<file path="src/rtl/codedlock_param.sv">
// Clocked code lock: stored CODE_W-bit code, timed open/error windows,
// failed-attempt lockout and a verified two-step code change with timeout.
module codedlock_param #(
    parameter int                CODE_W         = 4,
    parameter logic [CODE_W-1:0] INIT_CODE      = {CODE_W{1'b1}},
    parameter int                MAX_FAIL       = 3,
    parameter int                OPEN_CYCLES    = 500,
    parameter int                ERR_CYCLES     = 200,
    parameter int                LOCK_CYCLES    = 1000,
    parameter int                TIMEOUT_CYCLES = 2000
) (
    input  logic                            clk,
    input  logic                            rst_n,
    input  logic [CODE_W-1:0]               code_in,
    input  logic                            enter,
    input  logic                            chg_req,
    output logic                            open,
    output logic                            alarm,
    output logic                            locked_out,
    output logic                            chg_mode,
    output logic                            chg_done,
    output logic [$clog2(MAX_FAIL+1)-1:0]   fail_cnt,
    output logic                            led_open_n,
    output logic                            led_alarm_n
);

    localparam int FAIL_W = $clog2(MAX_FAIL + 1);
    localparam int T_A    = (OPEN_CYCLES > ERR_CYCLES) ? OPEN_CYCLES : ERR_CYCLES;
    localparam int T_B    = (LOCK_CYCLES > TIMEOUT_CYCLES) ? LOCK_CYCLES : TIMEOUT_CYCLES;
    localparam int T_MAX  = (T_A > T_B) ? T_A : T_B;
    localparam int TMR_W  = (T_MAX > 1) ? $clog2(T_MAX) : 1;

    localparam logic [TMR_W-1:0]  OPEN_LD = TMR_W'(OPEN_CYCLES - 1);
    localparam logic [TMR_W-1:0]  ERR_LD  = TMR_W'(ERR_CYCLES - 1);
    localparam logic [TMR_W-1:0]  LOCK_LD = TMR_W'(LOCK_CYCLES - 1);
    localparam logic [TMR_W-1:0]  TO_LD   = TMR_W'(TIMEOUT_CYCLES - 1);
    localparam logic [FAIL_W-1:0] FAIL_LIM = FAIL_W'(MAX_FAIL);

    typedef enum logic [2:0] {
        S_IDLE, S_OPEN, S_ERR, S_LOCKOUT, S_CHG_NEW, S_CHG_CONF
    } state_t;

    state_t             state, state_n;
    logic [CODE_W-1:0]  stored, stored_n;
    logic [CODE_W-1:0]  new_reg, new_n;
    logic [TMR_W-1:0]   timer, timer_n;
    logic [FAIL_W-1:0]  fail_n, fail_inc;
    logic               done_n;
    logic               expired;

    always_comb begin
        state_n  = state;
        stored_n = stored;
        new_n    = new_reg;
        timer_n  = timer;
        fail_n   = fail_cnt;
        done_n   = 1'b0;
        fail_inc = fail_cnt + 1'b1;
        expired  = (timer == '0);
        case (state)
            S_IDLE: begin
                // A simultaneous enter and chg_req is treated as enter alone.
                if (enter || chg_req) begin
                    if (code_in == stored) begin
                        fail_n = '0;
                        if (enter) begin
                            state_n = S_OPEN;
                            timer_n = OPEN_LD;
                        end else begin
                            state_n = S_CHG_NEW;
                            timer_n = TO_LD;
                        end
                    end else begin
                        fail_n = fail_inc;
                        if (fail_inc == FAIL_LIM) begin
                            state_n = S_LOCKOUT;
                            timer_n = LOCK_LD;
                        end else begin
                            state_n = S_ERR;
                            timer_n = ERR_LD;
                        end
                    end
                end
            end
            S_OPEN, S_ERR: begin
                if (expired) state_n = S_IDLE;
                else         timer_n = timer - 1'b1;
            end
            S_LOCKOUT: begin
                if (expired) begin
                    state_n = S_IDLE;
                    fail_n  = '0;
                end else begin
                    timer_n = timer - 1'b1;
                end
            end
            S_CHG_NEW: begin
                // Abort (explicit or timeout) takes priority over enter.
                if (chg_req || expired) begin
                    state_n = S_IDLE;
                end else if (enter) begin
                    new_n   = code_in;
                    state_n = S_CHG_CONF;
                    timer_n = TO_LD;
                end else begin
                    timer_n = timer - 1'b1;
                end
            end
            S_CHG_CONF: begin
                if (chg_req || expired) begin
                    state_n = S_IDLE;
                end else if (enter) begin
                    if (code_in == new_reg) begin
                        stored_n = new_reg;
                        done_n   = 1'b1;
                        state_n  = S_IDLE;
                    end else begin
                        state_n = S_ERR;
                        timer_n = ERR_LD;
                    end
                end else begin
                    timer_n = timer - 1'b1;
                end
            end
            default: state_n = S_IDLE;
        endcase
    end

    // Status outputs are registered from the next-state decode.
    always_ff @(posedge clk) begin
        if (!rst_n) begin
            state       <= S_IDLE;
            stored      <= INIT_CODE;
            new_reg     <= '0;
            timer       <= '0;
            fail_cnt    <= '0;
            open        <= 1'b0;
            alarm       <= 1'b0;
            locked_out  <= 1'b0;
            chg_mode    <= 1'b0;
            chg_done    <= 1'b0;
            led_open_n  <= 1'b1;
            led_alarm_n <= 1'b1;
        end else begin
            state       <= state_n;
            stored      <= stored_n;
            new_reg     <= new_n;
            timer       <= timer_n;
            fail_cnt    <= fail_n;
            open        <= (state_n == S_OPEN);
            alarm       <= (state_n == S_ERR) || (state_n == S_LOCKOUT);
            locked_out  <= (state_n == S_LOCKOUT);
            chg_mode    <= (state_n == S_CHG_NEW) || (state_n == S_CHG_CONF);
            chg_done    <= done_n;
            led_open_n  <= !(state_n == S_OPEN);
            led_alarm_n <= !((state_n == S_ERR) || (state_n == S_LOCKOUT));
        end
    end

endmodule

</file>
<file path="config.mk">
export PLATFORM = sky130hd
export DESIGN_NAME = codedlock_param
export DESIGN_NICKNAME = d
export VERILOG_FILES = /design/src/rtl/codedlock_param.sv
export SDC_FILE = /design/constraint.sdc
export NUM_CORES = 1
export LEC_CHECK = 0
export CAP_MARGIN = 40
export CELL_PAD_IN_SITES_DETAIL_PLACEMENT = 1
export CELL_PAD_IN_SITES_GLOBAL_PLACEMENT = 1
export CORE_MARGIN = 2
export CORE_UTILIZATION = 46
export DETAILED_ROUTE_END_ITERATION = 6
export MAX_ROUTING_LAYER = met4
export PLACE_DENSITY_LB_ADDON = 0.1
export SYNTH_ARGS = -nofsm -noshare
export SYNTH_HDL_FRONTEND = slang
export SYNTH_SLANG_ARGS = --single-unit
</file>
<file path="constraint.sdc">
create_clock -name clk -period 4.56 [get_ports clk]
set_input_delay 1.14 -clock clk [delete_from_list [all_inputs] [get_ports clk]]
set_output_delay 1.14 -clock clk [all_outputs]
set_load 0.05 [all_outputs]
</file>
==> impl_metrics.env <==
export IMPL_end_kind="flip-flop"
export IMPL_ctsResizeCount=0
export IMPL_worst_pin_slew_ns=0.9137
export IMPL_crit_path_start_kind="input pin"
export IMPL_drive_above_1_share=0.09314
export IMPL_coreArea_mm2=0.003606
export IMPL_cts_setup_buffers=0
export IMPL_largest_register_ffs=11
export IMPL_finalWorstPathRequiredPeriod_ns=2.953
export IMPL_cp_max_fo=14
export IMPL_cts_buffers_inserted=5
export IMPL_die_width_um=64.89
export IMPL_grt_max_degree=16
export IMPL_grtUsageTotal=0.2350
export IMPL_postCtsHoldBufs=0
export IMPL_cts_buffer_depth=2
export IMPL_hold_class="flip-flop to flip-flop"
export IMPL_htreeDepth=2
export IMPL_syn_inst=194
export IMPL_cp_num_buf_inv=1
export IMPL_syn2layout_area_growth_pct=16.07
export IMPL_die_area_mm2=0.004211
export IMPL_period_share=0.6476
export IMPL_grt_overflow=0
export IMPL_clk_latency_ns=0.28
export IMPL_slew_headroom=0.3909
export IMPL_synth_edf_count=0
export IMPL_setup_viol=0
export IMPL_fillers=412
export IMPL_slew_viol_final=0
export IMPL_avgSynthCellArea_um2=8.791
export IMPL_synth_seq_cells=31
export IMPL_post_synth_num_cell_types=56
export IMPL_finalNetCount=214
export IMPL_antenna_found_initial=0
export IMPL_synth_flop_cell="dfxtp_1"
export IMPL_rows=22
export IMPL_fmax_mhz=338.6
export IMPL_routed_via_density=6.008
export IMPL_synth_area_mm2=0.001705
export IMPL_diodes=0
export IMPL_num_vias=1514
export IMPL_crit_type="input pin to flip-flop"
export IMPL_start_util=0.4729
export IMPL_critical_path_top_delay_family="compound AO/OA/AOI/OAI gates"
export IMPL_place_congestion=0.8526
export IMPL_total_power_uw=804.7
export IMPL_rsz0062_at_grt="no"
export IMPL_p_leak_nw=0.7762
export IMPL_synthArstFlopShare=0
export IMPL_worstPathRequired_ns=4.76
export IMPL_wirelength_mm=4.259
export IMPL_path_cells="clkdlybuf4s50_1, o32ai_2, o311ai_0, a21oi_1"
export IMPL_fin_skew_ns=0.002472
export IMPL_final_area_mm2=0.001979
export IMPL_cp_arrival_ns=3.15
export IMPL_powerDensity_mw_per_mm2=406.5
export IMPL_clkTransAtPathRegs_ns=0.07
export IMPL_fin_util=0.5489
export IMPL_hold_violations=0
export IMPL_drtAntennaViolNets=0
export IMPL_cpMaxStageDelayCell="o32ai_2"
export IMPL_dr_pass1_iters=4
export IMPL_drc=0
export IMPL_mostFrequentLayoutCells="dfxtp_1, nor2_1, clkdlybuf4s50_1"
export IMPL_drt_iter0_drc=117
export IMPL_placed_area_mm2=0.001862
export IMPL_layout_commonest_cell="dfxtp_1"
export IMPL_fin_setup_tns_ns=0
export IMPL_pin_count=17
export IMPL_wl_per_cell_um=16.90
export IMPL_max_stage_delay_ns=0.85
export IMPL_cts_sinks=31
export IMPL_grt_pass1_wl_mm=7.396
export IMPL_grt_pass1_vias=1521
export IMPL_status="finished, final reports clean"
export IMPL_peakVddDrop_v=0.0001682
export IMPL_maxCapViolCount=0
export IMPL_root_buffer="clkbuf_8"
export IMPL_die_h_um=64.89
export IMPL_cts_tree="done"
export IMPL_ys_seq_area_frac=0.3639
export IMPL_hpwl_mm=3.064
export IMPL_yosys_warnings=0
export IMPL_synth_nets=205
export IMPL_numPortBuffers=16
==> logic make-up (layout without fill, tap and decap cells) <==
logic type	Yosys count	after routing	share of synthesized area
buffers and inverters	21	31	0.05283
flip-flops	31	31	0.3639
XOR/XNOR	10	10	0.05136
AO/OA/AOI/OAI	51	51	0.2252
adder cells (fa/ha/maj)	3	3	0.02201
multiplexers	8	8	0.04696
AND/OR/NAND/NOR	70	70	0.2377
==> cell usage after synthesis, drive strengths merged, types with 2 or more instances <==
cell	count	area [um2]
a21o	2	15.01
or4	2	15.01
or3	4	25.02
xnor2	8	70.07
mux2i	8	80.08
nand3	2	10.01
dfxtp	31	620.6
o31ai	3	22.52
a21oi	8	40.04
clkbuf	10	37.54
nor3	5	36.29
nand4	2	12.51
and2	3	21.27
xor2	2	17.52
and4	2	17.52
nand4b	2	17.52
nor4	2	18.77
inv	7	26.28
nand2b	2	12.51
a211oi	2	15.01
nor2	18	67.56
a31o	3	26.28
buf	4	26.27
nand2	15	56.30
ha	3	37.54
and3	2	12.51
nor2b	2	12.51
a31oi	6	37.54
a311oi	5	43.79
o211a	2	20.02
o21ai	7	35.03
==> worst paths after layout <==
check	start	to	slack, ns	cells past startpoint
hold reg to reg	stored[3]	stored[3]	0.51	2
setup / recovery	chg_req	timer[5]	1.61	4
hold / removal	stored[3]	stored[3]	0.51	2
setup reg to reg	timer[0]	timer[5]	2.11	7
==> worst reg2reg max path: stages (launching register included) <==
cell      delay [ns]
dfxtp_1         0.39
inv_1           0.10
ha_1            0.21
or4b_4          0.24
nor3_4          0.06
o32ai_2         0.76
o311ai_0        0.35
a21oi_1         0.25
==> metrics by stage <==
stage	setup slack, ns	hold slack, ns	cells
2_1_floorplan	2.150	0.4667	194
3_3_place_gp	1.451	0.4773	244
3_5_place_dp	1.396	0.5035	244
4_1_cts	1.613	0.5192	252
5_1_grt	1.523	0.5567	252
6_report	1.607	0.5146	252
==> final cells by class <==
class	count	area [um2]	area share
Multi-Input combinational cell	142	994.7	0.5025
Clock buffer	6	82.58	0.04172
Timing Repair Buffer	16	160.2	0.08091
Inverter	7	26.28	0.01327
Clock inverter	2	35.03	0.01770
Tap cell	48	60.06	0.03034
Sequential cell	31	620.6	0.3135
==> where the power goes <==
part / internal [mW] / switching [mW] / leakage, nW / total [mW]
clock: 0.177 / 0.106 / 0.0612 / 0.282
sequential: 0.294 / 0.0275 / 0.254 / 0.322
combinational: 0.0794 / 0.121 / 0.461 / 0.201
total: 0.550 / 0.254 / 0.776 / 0.805
==> per-layer routing <==
metal	wire length (um)	track usage	share of wire
met5	0	-	0
met4	74	0.09574	0.017
met3	196	0.05729	0.046
met2	2027	0.3582	0.48
met1	1961	0.2988	0.46
(Power assumes the default switching activity.)
